**src/rtl/eth_pkg.sv**
```systemverilog
// Shared types and constants for the 10BASE-T transmit scheduler.
// State encoding, frame_sel values, default tick counts, tie-break helper.
package eth_pkg;

  localparam logic [2:0] S_IDLE     = 3'd0;
  localparam logic [2:0] S_START    = 3'd1;
  localparam logic [2:0] S_WAIT_ACK = 3'd2;
  localparam logic [2:0] S_BUSY     = 3'd3;
  localparam logic [2:0] S_IFG      = 3'd4;

  typedef enum logic [2:0] {
    ST_IDLE     = S_IDLE,
    ST_START    = S_START,
    ST_WAIT_ACK = S_WAIT_ACK,
    ST_BUSY     = S_BUSY,
    ST_IFG      = S_IFG
  } state_t;

  localparam logic FRM_AUDIO = 1'b0;
  localparam logic FRM_CTRL  = 1'b1;

  localparam int DEF_IFG_TICKS   = 96;
  localparam int DEF_NLP_PERIOD  = 160000;
  localparam int DEF_ACK_TIMEOUT = 4;
  localparam int DEF_LED_HOLD    = 500000;

  // pref names the source that wins when both request.
  function automatic logic rr_pick_ctrl(
    input logic ra,
    input logic rc,
    input logic pref
  );
    return rc & (~ra | (pref == FRM_CTRL));
  endfunction

endpackage

```
**src/rtl/eth_tick_timer.sv**
```systemverilog
// Loadable saturating down-counter advanced only on ticks; done when zero.
// Ports: clk, rst, tick (enable), load, load_val[W], done.
module eth_tick_timer #(
  parameter int W = 8
) (
  input  logic         clk,
  input  logic         rst,
  input  logic         tick,
  input  logic         load,
  input  logic [W-1:0] load_val,
  output logic         done
);

  logic [W-1:0] cnt_q;
  logic [W-1:0] cnt_d;

  always_comb begin
    cnt_d = cnt_q;
    if (tick) begin
      if (load) begin
        cnt_d = load_val;
      end else if (cnt_q != '0) begin
        cnt_d = cnt_q - W'(1);
      end
    end
  end

  always_ff @(posedge clk) begin
    if (rst) begin
      cnt_q <= '0;
    end else begin
      cnt_q <= cnt_d;
    end
  end

  assign done = (cnt_q == '0);

endmodule

```
**src/rtl/eth_tx_sched.sv**
```systemverilog
// 10BASE-T transmit scheduler: round-robin grant, start strobe, IFG,
// ack timeout, activity LED, optional link pulses (macro ETH_NLP_EN).
// In : clk, rst, eth_clk_en, req_audio, req_ctrl, tx_busy
// Out: grant_audio, grant_ctrl, frame_sel, tx_start, nlp, tx_led, tx_err
module eth_tx_sched
  import eth_pkg::*;
#(
  parameter int IFG_TICKS   = DEF_IFG_TICKS,
  parameter int NLP_PERIOD  = DEF_NLP_PERIOD,
  parameter int ACK_TIMEOUT = DEF_ACK_TIMEOUT,
  parameter int LED_HOLD    = DEF_LED_HOLD
) (
  input  logic clk,
  input  logic rst,
  input  logic eth_clk_en,
  input  logic req_audio,
  input  logic req_ctrl,
  output logic grant_audio,
  output logic grant_ctrl,
  output logic frame_sel,
  output logic tx_start,
  input  logic tx_busy,
  output logic nlp,
  output logic tx_led,
  output logic tx_err
);

  localparam int IFG_W = $clog2(IFG_TICKS + 1);
  localparam int ACK_W = $clog2(ACK_TIMEOUT + 1);
  localparam int LED_W = $clog2(LED_HOLD + 1);

  state_t state_q, state_d;
  logic   ga_q, ga_d;
  logic   gc_q, gc_d;
  logic   sel_q, sel_d;
  logic   start_q, start_d;
  logic   nlp_q, nlp_d;
  logic   led_q, led_d;
  logic   err_q, err_d;
  logic   rr_q, rr_d;
  logic   ifg_ld;
  logic   ifg_done;
  logic   ack_done;
  logic   led_done;
  logic   nlp_due;
  logic   pick;

  // IFG->IDLE costs one tick, so the gap timer is loaded two short
  // to put the next possible start exactly IFG_TICKS after the fall.
  eth_tick_timer #(.W(IFG_W)) u_ifg (
    .clk      (clk),
    .rst      (rst),
    .tick     (eth_clk_en),
    .load     (ifg_ld),
    .load_val (IFG_W'(IFG_TICKS - 2)),
    .done     (ifg_done)
  );

  // Loaded one short: the ack window closes on the
  // ACK_TIMEOUT-th tick after the start strobe.
  eth_tick_timer #(.W(ACK_W)) u_ack (
    .clk      (clk),
    .rst      (rst),
    .tick     (eth_clk_en),
    .load     (start_d),
    .load_val (ACK_W'(ACK_TIMEOUT - 1)),
    .done     (ack_done)
  );

  eth_tick_timer #(.W(LED_W)) u_led (
    .clk      (clk),
    .rst      (rst),
    .tick     (eth_clk_en),
    .load     (start_d),
    .load_val (LED_W'(LED_HOLD - 1)),
    .done     (led_done)
  );

`ifdef ETH_NLP_EN
  localparam int NLP_W = $clog2(NLP_PERIOD + 1);

  logic idle_run;
  logic idle_ld;
  logic idle_done;

  // Idle time only accrues while the line is quiet.
  assign idle_run = (state_q == ST_IDLE) || (state_q == ST_IFG);
  assign idle_ld  = start_d | nlp_d;

  eth_tick_timer #(.W(NLP_W)) u_nlp (
    .clk      (clk),
    .rst      (rst),
    .tick     (eth_clk_en & idle_run),
    .load     (idle_ld),
    .load_val (NLP_W'(NLP_PERIOD - 1)),
    .done     (idle_done)
  );

  assign nlp_due = idle_done & (state_q == ST_IDLE);
`else
  assign nlp_due = 1'b0;
`endif

  assign pick = rr_pick_ctrl(req_audio, req_ctrl, rr_q);

  always_comb begin
    state_d = state_q;
    ga_d    = ga_q;
    gc_d    = gc_q;
    sel_d   = sel_q;
    start_d = start_q;
    nlp_d   = nlp_q;
    led_d   = led_q;
    err_d   = err_q;
    rr_d    = rr_q;
    ifg_ld  = 1'b0;
    if (eth_clk_en) begin
      ga_d    = 1'b0;
      gc_d    = 1'b0;
      start_d = 1'b0;
      nlp_d   = 1'b0;
      unique case (state_q)
        ST_IDLE: begin
          if (nlp_due) begin
            nlp_d   = 1'b1;
            ifg_ld  = 1'b1;
            state_d = ST_IFG;
          end else if (req_audio | req_ctrl) begin
            ga_d    = ~pick;
            gc_d    = pick;
            sel_d   = pick ? FRM_CTRL : FRM_AUDIO;
            rr_d    = pick ? FRM_AUDIO : FRM_CTRL;
            start_d = 1'b1;
            state_d = ST_START;
          end
        end
        ST_START: begin
          state_d = ST_WAIT_ACK;
        end
        ST_WAIT_ACK: begin
          if (tx_busy) begin
            state_d = ST_BUSY;
          end else if (ack_done) begin
            err_d   = 1'b1;
            ifg_ld  = 1'b1;
            state_d = ST_IFG;
          end
        end
        ST_BUSY: begin
          if (!tx_busy) begin
            ifg_ld  = 1'b1;
            state_d = ST_IFG;
          end
        end
        ST_IFG: begin
          if (ifg_done) begin
            state_d = ST_IDLE;
          end
        end
        default: begin
          state_d = ST_IDLE;
        end
      endcase
      if (start_d) begin
        led_d = 1'b1;
      end else if (led_done) begin
        led_d = 1'b0;
      end
    end
  end

  always_ff @(posedge clk) begin
    if (rst) begin
      state_q <= ST_IDLE;
      ga_q    <= 1'b0;
      gc_q    <= 1'b0;
      sel_q   <= FRM_AUDIO;
      start_q <= 1'b0;
      nlp_q   <= 1'b0;
      led_q   <= 1'b0;
      err_q   <= 1'b0;
      rr_q    <= FRM_AUDIO;
    end else begin
      state_q <= state_d;
      ga_q    <= ga_d;
      gc_q    <= gc_d;
      sel_q   <= sel_d;
      start_q <= start_d;
      nlp_q   <= nlp_d;
      led_q   <= led_d;
      err_q   <= err_d;
      rr_q    <= rr_d;
    end
  end

  assign grant_audio = ga_q;
  assign grant_ctrl  = gc_q;
  assign frame_sel   = sel_q;
  assign tx_start    = start_q;
  assign nlp         = nlp_q;
  assign tx_led      = led_q;
  assign tx_err      = err_q;

endmodule
```
**config.mk**
```make
export PLATFORM = sky130hd
export DESIGN_NAME = eth_tx_sched
export DESIGN_NICKNAME = d
export VERILOG_FILES = /design/src/rtl/eth_pkg.sv /design/src/rtl/eth_tick_timer.sv /design/src/rtl/eth_tx_sched.sv
export SDC_FILE = /design/constraint.sdc
export NUM_CORES = 1
export LEC_CHECK = 0
export CAP_MARGIN = 10
export CORE_ASPECT_RATIO = 1.5
export CORE_MARGIN = 8
export CORE_UTILIZATION = 45
export CTS_CLUSTER_DIAMETER = 40
export DETAILED_ROUTE_END_ITERATION = 16
export MAX_ROUTING_LAYER = met4
export PLACE_DENSITY = 0.65
export SYNTH_ARGS = -nofsm -noshare
export SYNTH_HDL_FRONTEND = slang
export SYNTH_HIERARCHICAL = 1
export SYNTH_SLANG_ARGS = --single-unit
```
**constraint.sdc**
```tcl
create_clock -name clk -period 4.3 [get_ports clk]
set_input_delay 1.075 -clock clk [delete_from_list [all_inputs] [get_ports clk]]
set_output_delay 1.075 -clock clk [all_outputs]
set_load 0.1 [all_outputs]
```
After elaboration in Yosys (flattened, before gate mapping)
Cells that the tools add are included.
{"block": "op_classes", "eq_ne": 8, "reduce_logical": 18, "bitwise": 6, "addsub": 3, "muxes": 29}
{"operator": "19-bit 2-to-1 mux", "n": 2}
{"operator": "3-bit 2-to-1 mux", "n": 7}
{"operator": "19-bit zero test", "n": 1}
{"operator": "19-bit nonzero test", "n": 1}
{"operator": "19-bit by 1-bit subtractor with 19-bit output, second input constant", "n": 1}
{"operator": "1-bit 2-to-1 mux", "n": 16}
{"operator": "3-bit one-hot mux with 5 select lines", "n": 1}
{"operator": "7-bit 2-to-1 mux", "n": 2}
{"operator": "2-bit AND reduction", "n": 4}
{"operator": "2-bit nonzero test", "n": 4}
{"operator": "7-bit zero test", "n": 1}
{"operator": "7-bit nonzero test", "n": 1}
{"operator": "7-bit by 1-bit subtractor with 7-bit output, second input constant", "n": 1}
{"operator": "3-bit by 2-bit == test with 1-bit output, second input constant", "n": 2}
{"operator": "3-bit zero test", "n": 2}
{"operator": "2-bit inequality test, second input constant", "n": 3}
{"operator": "5-bit AND reduction", "n": 1}
{"operator": "4-bit AND reduction", "n": 1}
{"operator": "3-bit by 1-bit == test with 1-bit output, second input constant", "n": 1}
{"operator": "3-bit == test, second input constant", "n": 1}
{"operator": "3-bit inequality test, second input constant", "n": 1}
{"operator": "1-bit NOT", "n": 3}
{"operator": "3-bit AND reduction", "n": 1}
{"operator": "3-bit nonzero test", "n": 1}
{"operator": "4 further kinds", "n": 5}
{"block": "word_totals", "wordCells": 75, "register_bits": 39}

Logic depth before layout (Yosys ltp)
Gate-level depths: netlist of run 1.
{"block": "logic_depth", "ltp_word": 7, "ltp_mapped": 11, "ltp_nobuf": 8}

Modules after synthesis
The synthesis of run 1 kept the hierarchy.
{"mod": "eth_tick_timer at u_led", "n_inst": 1, "area_per_inst_um2": 1241.2, "cells_per_inst": 174}
{"mod": "eth_tx_sched", "n_inst": 1, "area_per_inst_um2": 498.0, "cells_per_inst": 58}
{"mod": "eth_tick_timer at u_ifg", "n_inst": 1, "area_per_inst_um2": 473.0, "cells_per_inst": 61}
{"mod": "eth_tick_timer at u_ack", "n_inst": 1, "area_per_inst_um2": 205.2, "cells_per_inst": 24}

Worst setup path before layout of run 1
Ideal clock, no wire load.
{"block": "synth_path", "path_kind": "input port to flip-flop", "startpoint": "input eth_clk_en", "endpoint": "register u_led.cnt_q[14]", "setup_slack_ps": 1326, "arrival_ps": 2856, "n_path_buf": 2, "required_time_ps": 4183, "cell_stages": 10, "setup_time_ps": 117, "path_cell_list": "nor4b_4 > o21ai_2 > o21ai_1 > clkbuf_1 > nor4b_1 > nand2_1 > o31ai_4 > buf_6 > nor2_1 > a32o_1"}
{"block": "synth_via", "elab_chain_cells": 3, "elab_cells_between_ends": 4}
{"item": "start: declaration", "line_no": "eth_tx_sched.sv:15", "rtl": "input logic eth_clk_en,"}
{"item": "1-bit 2-to-1 mux (*)", "line_no": "eth_tx_sched.sv:117", "rtl": "if (eth_clk_en) begin"}
{"item": "via start_d", "line_no": "eth_tx_sched.sv:36", "rtl": "logic start_q, start_d;"}
{"item": "2-bit nonzero test (no line)"}
{"item": "2-bit AND reduction (no line)"}
{"item": "end signal: assignment", "line_no": "eth_tick_timer.sv:32", "rtl": "cnt_q <= cnt_d;"}
{"item": "end: declaration", "line_no": "eth_tick_timer.sv:14", "rtl": "logic [W-1:0] cnt_q;"}
Mark *: on every way through the listed nets, which the timed path passes. The rest lies on a longest branch.
A chain may end at the register's enable or synchronous reset.

Final worst setup path of run 1
{"block": "layout_path", "startpoint": "input eth_clk_en", "endpoint": "register u_ifg.cnt_q[2]"}
{"block": "layout_via", "elab_chain_cells": 3, "elab_cells_between_ends": 4}
{"item": "1-bit 2-to-1 mux (*)", "line_no": "eth_tx_sched.sv:117"}
{"item": "via ifg_ld", "line_no": "eth_tx_sched.sv:41", "rtl": "logic ifg_ld;"}
{"item": "2-bit nonzero test (no line)"}
{"item": "2-bit AND reduction (no line)"}
{"item": "end signal: assignment", "line_no": "eth_tick_timer.sv:32"}
{"item": "end: declaration", "line_no": "eth_tick_timer.sv:14"}
Marks and branches as above.

==> reports/results.tsv, run 1 <==
stage	metric	value	unit
run_status	outcome	completed	
routing	drc	0	
routing	drt_wl_total	5.52	mm
yosys	synthXorXnorAreaFrac	0	
pwr	p_leak	1.05	nW
placed_design	port_buffers	11	
critical_path	worst-path-buf-inv	2	
routing	wl_met2	2.77	mm
final_layout	drive_gt1_frac	0.0909	
yosys	synth_compound_area_frac	0.288	
global_route	antenna_found_initial	0	
cts	htreeDepth	2	
final_layout	n_antenna_cell	0	
critical_path	cpMaxStageDelayCell	o21a_1	
yosys	synthFlopType	dfxtp_1	
timing	maxSlewViolCount	0	
cts	cts_setup_buffers	0	
worst_hold_path	hold_path_class	reg -> reg	
routing	wire_per_inst	13.1	µm
cts	cts_resized	0	
global_route	grt_max_degree	59	
critical_path	worstSetupStartpointType	input port	
timing	hold_viol	0	
yosys	yosysSeqAreaShare	0.323	
final_layout	area_delta_synth_final	15.0	%
critical_path	r2r_slack	1.74	ns
cts	cts_buffer_depth	2	
yosys	synth_mux_area_frac	0.0124	
pwr	ir_drop	0.329	mV
yosys	yosysUniqueCellTypes	56	
worst_hold_path	hold_end	frame_sel$_SDFFE_PP0P_	
pwr	combinationalPowerShare	0.508	
placed_design	place_congestion	0.827	
yosys	synth_adder_area_share	0.0259	
routing	via_per_inst	5.38	
timing	fmax	283	MHz
cts	cts.clk_slew.worst_paths	0.07	ns
routing	vias	2261	
final_layout	fin_cells	420	
critical_path	end_kind	register	
timing	tightest_slew	0.973	ns
timing	rsz0062_at_grt	false	
placed_design	dp.cells	413	
routing	highest_layer	met4	
global_route	grt_pass1_wl	9.58	mm
worst_hold_path	min_from	frame_sel$_SDFFE_PP0P_	
die	rows	32	
cts	clock_sinks	39	
cts	cts_buffers	5	
critical_path	cpPeakStageDelay	0.61	ns
pwr	p_clk_frac	0.158	
final_layout	final_nets	363	
yosys	synth_edf_count	0	
placed_design	place_hpwl	3.84	mm
global_route	grt_usage	0.153	
global_route	grt-ovfl-total	0	
routing	wl_met3	99	µm
die	die_area	8020	µm²
routing	ant_nets	0	
yosys	netlist_instances	317	
pwr	p_sw_frac	0.429	
yosys	synth-seq-cells	39	
routing	wl_met1	2.53	mm
yosys	yosys.area.top_type	dfxtp_1	
die	die_x	75.8	µm
timing	fin_setup_tns	0	ns
worst_hold_path	holdPathStages	2	
die	die_h	106	µm
critical_path	r2r-start	u_led/cnt_q[8]$_SDFFE_PP0P_	
pwr	power.internal	0.906	mW
yosys	avgSynthCellArea	7.63	µm²
yosys	synth_area_leaders	dfxtp_1 32%, a21oi_1 6.4%, nand2_1 5.9%	
routing	drt_iter0_drc	132	
global_route	grt_pass1_vias	2151	
placed_design	postPlaceCellArea	2690	µm²
cts	cts_hold_buf	0	
timing	setup_viol	0	
yosys	async_reset_ff_frac	0	
yosys	post-synth-top-area-fraction	0.323	
cts	cts_tree	built	
yosys	yosysWarningCount	6	
critical_path	rr_worst_depth	5	
die	io_pins	13	
critical_path	critical_path_arrival	3.71	ns
timing	period_needed	3.53	ns
die	core-area	5160	µm²
timing	relSlewSlack	0.349	
timing	fin_skew	0.00783	ns
yosys	synthSimpleGateAreaFrac	0.290	
run	maxCapViolCount	0	
yosys	synth_top_family_by_area	simple AND/OR/NAND/NOR gates	
cts	insertion_delay	0.29	ns
critical_path	timing.rr.end	u_led/cnt_q[2]$_SDFFE_PP0P_	
pwr	seqPwrFrac	0.334	
critical_path	crit_chain	clkdlybuf4s50_1, buf_4, nor4bb_1, o21a_1, o31a_4, o21ai_2, a32o_1	
routing	first_pass_iters	4	
pwr	switchingPower	0.682	mW
pwr	p_per_area	572	nW/µm²
yosys	syn_area	2420	µm²
die	initial_core_util	0.468	
final_layout	fin_area	2780	µm²
critical_path	cp_max_fo	28	
critical_path	required	4.48	ns
critical_path	cp_top_family	compound AO/OA/AOI/OAI gates	
cts	cts_root_buffer	clkbuf_8	
critical_path	critPathKind	in -> reg	
timing	fin_crit_sh	0.820	
## power groups by stage
stage               clock network, mW  registers, mW  logic [mW]
floorplan                           0          0.542       0.626
global placement                    0          0.535       0.796
detailed placement                  0          0.537       0.808
CTS                             0.260          0.529       0.812
global route                    0.275          0.543       0.907
finish                          0.252          0.530       0.807
## per-layer routing
layer / track usage / vias up
li1: - / 1194
met1: 0.171 / 1036
met2: 0.254 / 22
met3: 0.0256 / 9
met4: 0.0635 / 0
met5: - / -
## cells by family after synthesis
kind of cell	count (synthesis)
AO/OA/AOI/OAI	104
adder cells (fa/ha/maj)	5
buffers and inverters	32
flip-flops	39
multiplexers	3
other	2
AND/OR/NAND/NOR	132
## tightest hold or removal path, cell delays in order (launching register included)
cell and delay [ns]:
dfxtp_1 0.31, nand2_1 0.05, a21oi_1 0.06
## synthesized netlist by cell type, types with 5 or more instances
library cell and instances:
ha_1 5, clkbuf_1 11, nor3_1 14, nand2_1 38, o21ai_1 8, a31oi_1 7
nand3_1 11, nor2_1 27, a21o_1 6, dfxtp_1 39, a21oi_1 31, nand2b_1 8
inv_1 12, o21ai_0 20
## cell usage in the layout, fill, tap and decap left out, types with 5 or more instances in the layout
cell type / count
a21o_1: 6
a21oi_1: 31
a31oi_1: 7
buf_4: 6
clkbuf_8: 6
clkdlybuf4s50_1: 11
conb_1: 32
dfxtp_1: 39
ha_1: 5
inv_1: 12
nand2_1: 38
nand2b_1: 8
nand3_1: 11
nor2_1: 27
nor3_1: 14
o21ai_0: 20
o21ai_1: 7
## per-stage QoR
| step | hold slack [ns] | worst slack, ns | util | power [mW] |
|---|---|---|---|---|
| 2_1_floorplan | 0.440 | 1.33 | - | 1.17 |
| 3_3_place_gp | 0.460 | 0.533 | 0.521 | 1.33 |
| 3_5_place_dp | 0.460 | 0.498 | 0.521 | 1.35 |
| 4_1_cts | 0.471 | 0.807 | 0.538 | 1.60 |
| 5_1_grt | 0.494 | 0.518 | 0.538 | 1.73 |
| 6_report | 0.467 | 0.772 | 0.538 | 1.59 |
## sequential cells by signal, indices dropped and copies added, names as in the netlist
| name | count |
|---|---|
| grant_audio | 1 |
| tx_start | 1 |
| state_q | 3 |
| tx_led | 1 |
| u_led/cnt_q | 19 |
| frame_sel | 1 |
| u_ifg/cnt_q | 7 |
| u_ack/cnt_q | 3 |
| rr_q | 1 |
| grant_ctrl | 1 |
| tx_err | 1 |
## how the worst max path moves through the flow
stage               startpoint                           end  slack (ns)  cells past startpoint
global route        eth_clk_en   u_ifg/cnt_q[1]$_SDFFE_PP0P_        0.52                      7
floorplan           eth_clk_en  u_led/cnt_q[14]$_SDFFE_PP0P_        1.33                     10
CTS                 eth_clk_en   u_ifg/cnt_q[2]$_SDFFE_PP0P_        0.81                      7
detailed placement  eth_clk_en   u_ifg/cnt_q[2]$_SDFFE_PP0P_        0.50                      7
global placement    eth_clk_en   u_ifg/cnt_q[2]$_SDFFE_PP0P_        0.53                      7
finish              eth_clk_en   u_ifg/cnt_q[2]$_SDFFE_PP0P_        0.77                      7
## layout make-up
cell class / count / area, µm²
Clock inverter: 1 / 5.00
Timing Repair Buffer: 17 / 155
Inverter: 13 / 48.8
Multi-Input combinational cell: 276 / 1620
Tap cell: 68 / 85.1
Fill cell: 537 / 2390
Sequential cell: 39 / 781
Clock buffer: 6 / 82.6
(Power assumes the default switching activity.)
==> inputs of run 2 (changes only) <==
--- a/config.mk
+++ b/config.mk
@@ -12,7 +12,7 @@
 export CTS_CLUSTER_DIAMETER = 40
 export DETAILED_ROUTE_END_ITERATION = 16
 export MAX_ROUTING_LAYER = met4
-export PLACE_DENSITY = 0.65
+export PLACE_DENSITY = 0.67
 export SYNTH_ARGS = -nofsm -noshare
 export SYNTH_HDL_FRONTEND = slang
 export SYNTH_HIERARCHICAL = 1
==> constraint.sdc (replaced) <==
create_clock -name clk -period 2.89 [get_ports clk]
set_input_delay 0.7225 -clock clk [delete_from_list [all_inputs] [get_ports clk]]
set_output_delay 0.7225 -clock clk [all_outputs]
set_load 0.1 [all_outputs]
==> run 2 against run 1 <==
Sequential power up 49%. Largest cell class unchanged. Largest power group unchanged. Critical endpoint is now u_led/cnt_q[2]$_SDFFE_PP0P_. Final area increased by 5.3%. First-iteration DRC count increased by 36%.
==> reports/results.tsv, run 2 (synthesized netlist as in run 1, its figures left out) <==
stage	metric	value	unit	change
worst_hold_path	hold_path_class	reg -> reg		
cts	cts_root_buffer	clkbuf_8		
cts	cts_hold_buf	0		unchanged
global_route	grt_max_degree	59		unchanged
final_layout	drive_gt1_frac	0.151		+0.0596
global_route	grt_pass1_wl	10.4	mm	+8.9%
final_layout	largest_reg_flops	19		unchanged
cts	insertion_delay	0.29	ns	about the same
routing	drt_iter0_drc	179		+36%
global_route	grt_usage	0.166		+0.0140
final_layout	largestRegisters	u_led/cnt_q: 19 flops, u_ifg/cnt_q: 7 flops		
cts	htreeDepth	2		unchanged
worst_hold_path	holdPathStages	2		unchanged
final_layout	area_delta_synth_final	21.0	%	
cts	cts_tree	built		
critical_path	cp_max_fo	10		-64%
timing	fin_crit_sh	0.905		
routing	ant_nets	0		unchanged
die	die_h	106	µm	unchanged
timing	setup_viol	0		unchanged
pwr	ir_drop	0.627	mV	+91%
cts	cts_buffer_depth	2		unchanged
final_layout	fin_area	2930	µm²	+5.3%
timing	period_needed	2.61	ns	
cts	cts_buffers	5		unchanged
timing	rsz0062_at_grt	false		
pwr	p_leak	1.16	nW	+10%
run	maxCapViolCount	0		unchanged
final_layout	layout_common_cells	39 x dfxtp_1, 38 x nand2_1, 32 x conb_1		
critical_path	worstSetupStartpointType	input port		
timing	tightest_slew	0.865	ns	-0.108 ns
timing	fin_skew	0.00824	ns	+0.000410 ns
global_route	grt-ovfl-total	0		unchanged
global_route	antenna_found_initial	0		unchanged
routing	drt_wl_total	5.76	mm	+4.4%
cts	clock_sinks	39		unchanged
die	initial_core_util	0.468		unchanged
critical_path	required	3.08	ns	-1.40 ns
final_layout	largest-register	u_led/cnt_q		
routing	first_pass_iters	4		unchanged
final_layout	n_antenna_cell	0		unchanged
die	rows	32		unchanged
pwr	p_per_area	833	nW/µm²	+46%
placed_design	place_congestion	0.814		-1.6%
die	core-area	5160	µm²	unchanged
critical_path	critical_path_arrival	2.81	ns	-0.90 ns
timing	fmax	382	MHz	
timing	fin_setup_tns	0	ns	unchanged
timing	holdWs	0.460	ns	-0.00664 ns
run_status	outcome	completed		
timing	maxSlewViolCount	0		unchanged
die	die_area	8020	µm²	unchanged
timing	hold_viol	0		unchanged
global_route	grt_pass1_vias	2340		+8.8%
placed_design	place_hpwl	4.09	mm	+6.5%
routing	via_per_inst	5.40		+0.35%
die	io_pins	13		unchanged
routing	wire_per_inst	13.1	µm	-0.39%
die	die_x	75.8	µm	unchanged
routing	vias	2377		+5.1%
timing	relSlewSlack	0.418		+0.0686
timing	layout_setup_ws	0.275	ns	-0.497 ns
critical_path	end_kind	register		
routing	drc	0		unchanged
final_layout	layout_commonest_cell	dfxtp_1		
cts	cts_setup_buffers	0		unchanged
critical_path	rr_worst_depth	7		+2
cts	cts_resized	0		unchanged
critical_path	critPathKind	in -> reg		
cts	cts.clk_slew.worst_paths	0.08	ns	about the same
placed_design	port_buffers	11		unchanged
placed_design	pre_cts_slack	-0.0295	ns	-0.527 ns
placed_design	postPlaceCellArea	2840	µm²	+5.7%
final_layout	final_nets	382		+5.2%
run 2: cell types whose count changed in the layout (fill, tap and decap cells not counted):
cell	previous run	this run
clkdlybuf4s50_1	11	5
clkbuf_8	6	5
buf_12	0	2
buf_4	6	29
clkbuf_1	0	2
run 2: worst paths after layout:
check | start | to | slack, ns
max | eth_clk_en | u_led/cnt_q[2]$_SDFFE_PP0P_ | 0.28
min reg2reg | frame_sel$_SDFFE_PP0P_ | frame_sel$_SDFFE_PP0P_ | 0.46
max reg2reg | u_led/cnt_q[8]$_SDFFE_PP0P_ | u_led/cnt_q[10]$_SDFFE_PP0P_ | 0.52
min | frame_sel$_SDFFE_PP0P_ | frame_sel$_SDFFE_PP0P_ | 0.46
run 2: final cells by class:
class / instances / area, µm²
Tap cell: 68 / 85.1
Clock buffer: 7 / 76.3
Fill cell: 505 / 2240
Multi-Input combinational cell: 276 / 1620
Inverter: 13 / 48.8
Timing Repair Buffer: 36 / 308
Sequential cell: 39 / 781
Clock inverter: 1 / 5.00
run 2: power breakdown:
part,internal (mW),switching (mW),leakage (nW)
registers,0.657,0.135,0.320
clock network,0.169,0.187,0.0422
logic,0.563,0.725,0.794
total,1.39,1.05,1.16
run 2: stage by stage:
step | power [mW] | util | cells
final | 2.44 | 0.566 | 440
after global routing | 2.65 | 0.566 | 440
after global placement | 2.05 | 0.551 | 432
after CTS | 2.45 | 0.566 | 440
after detailed placement | 2.08 | 0.551 | 432
after floorplan | 1.74 | - | 347
run 2: routing by layer:
layer	track usage	routed length [µm]	part of all wire	up-vias
met2	0.280	3040	0.53	25
met3	0.0285	107	0.019	14
met1	0.183	2450	0.43	1102
met4	0.0718	158	0.027	0
li1	-	-	-	1236
met5	-	0	0	-
run 2: worst max-delay path, cell delays in order:
cell and delay [ns]:
clkdlybuf4s50_1 0.50, buf_4 0.21, o21ai_4 0.08, nor4b_1 0.36, nand2_1 0.12, buf_4 0.16, o31ai_4 0.17, buf_4 0.19
nor3_1 0.06, a31o_2 0.23
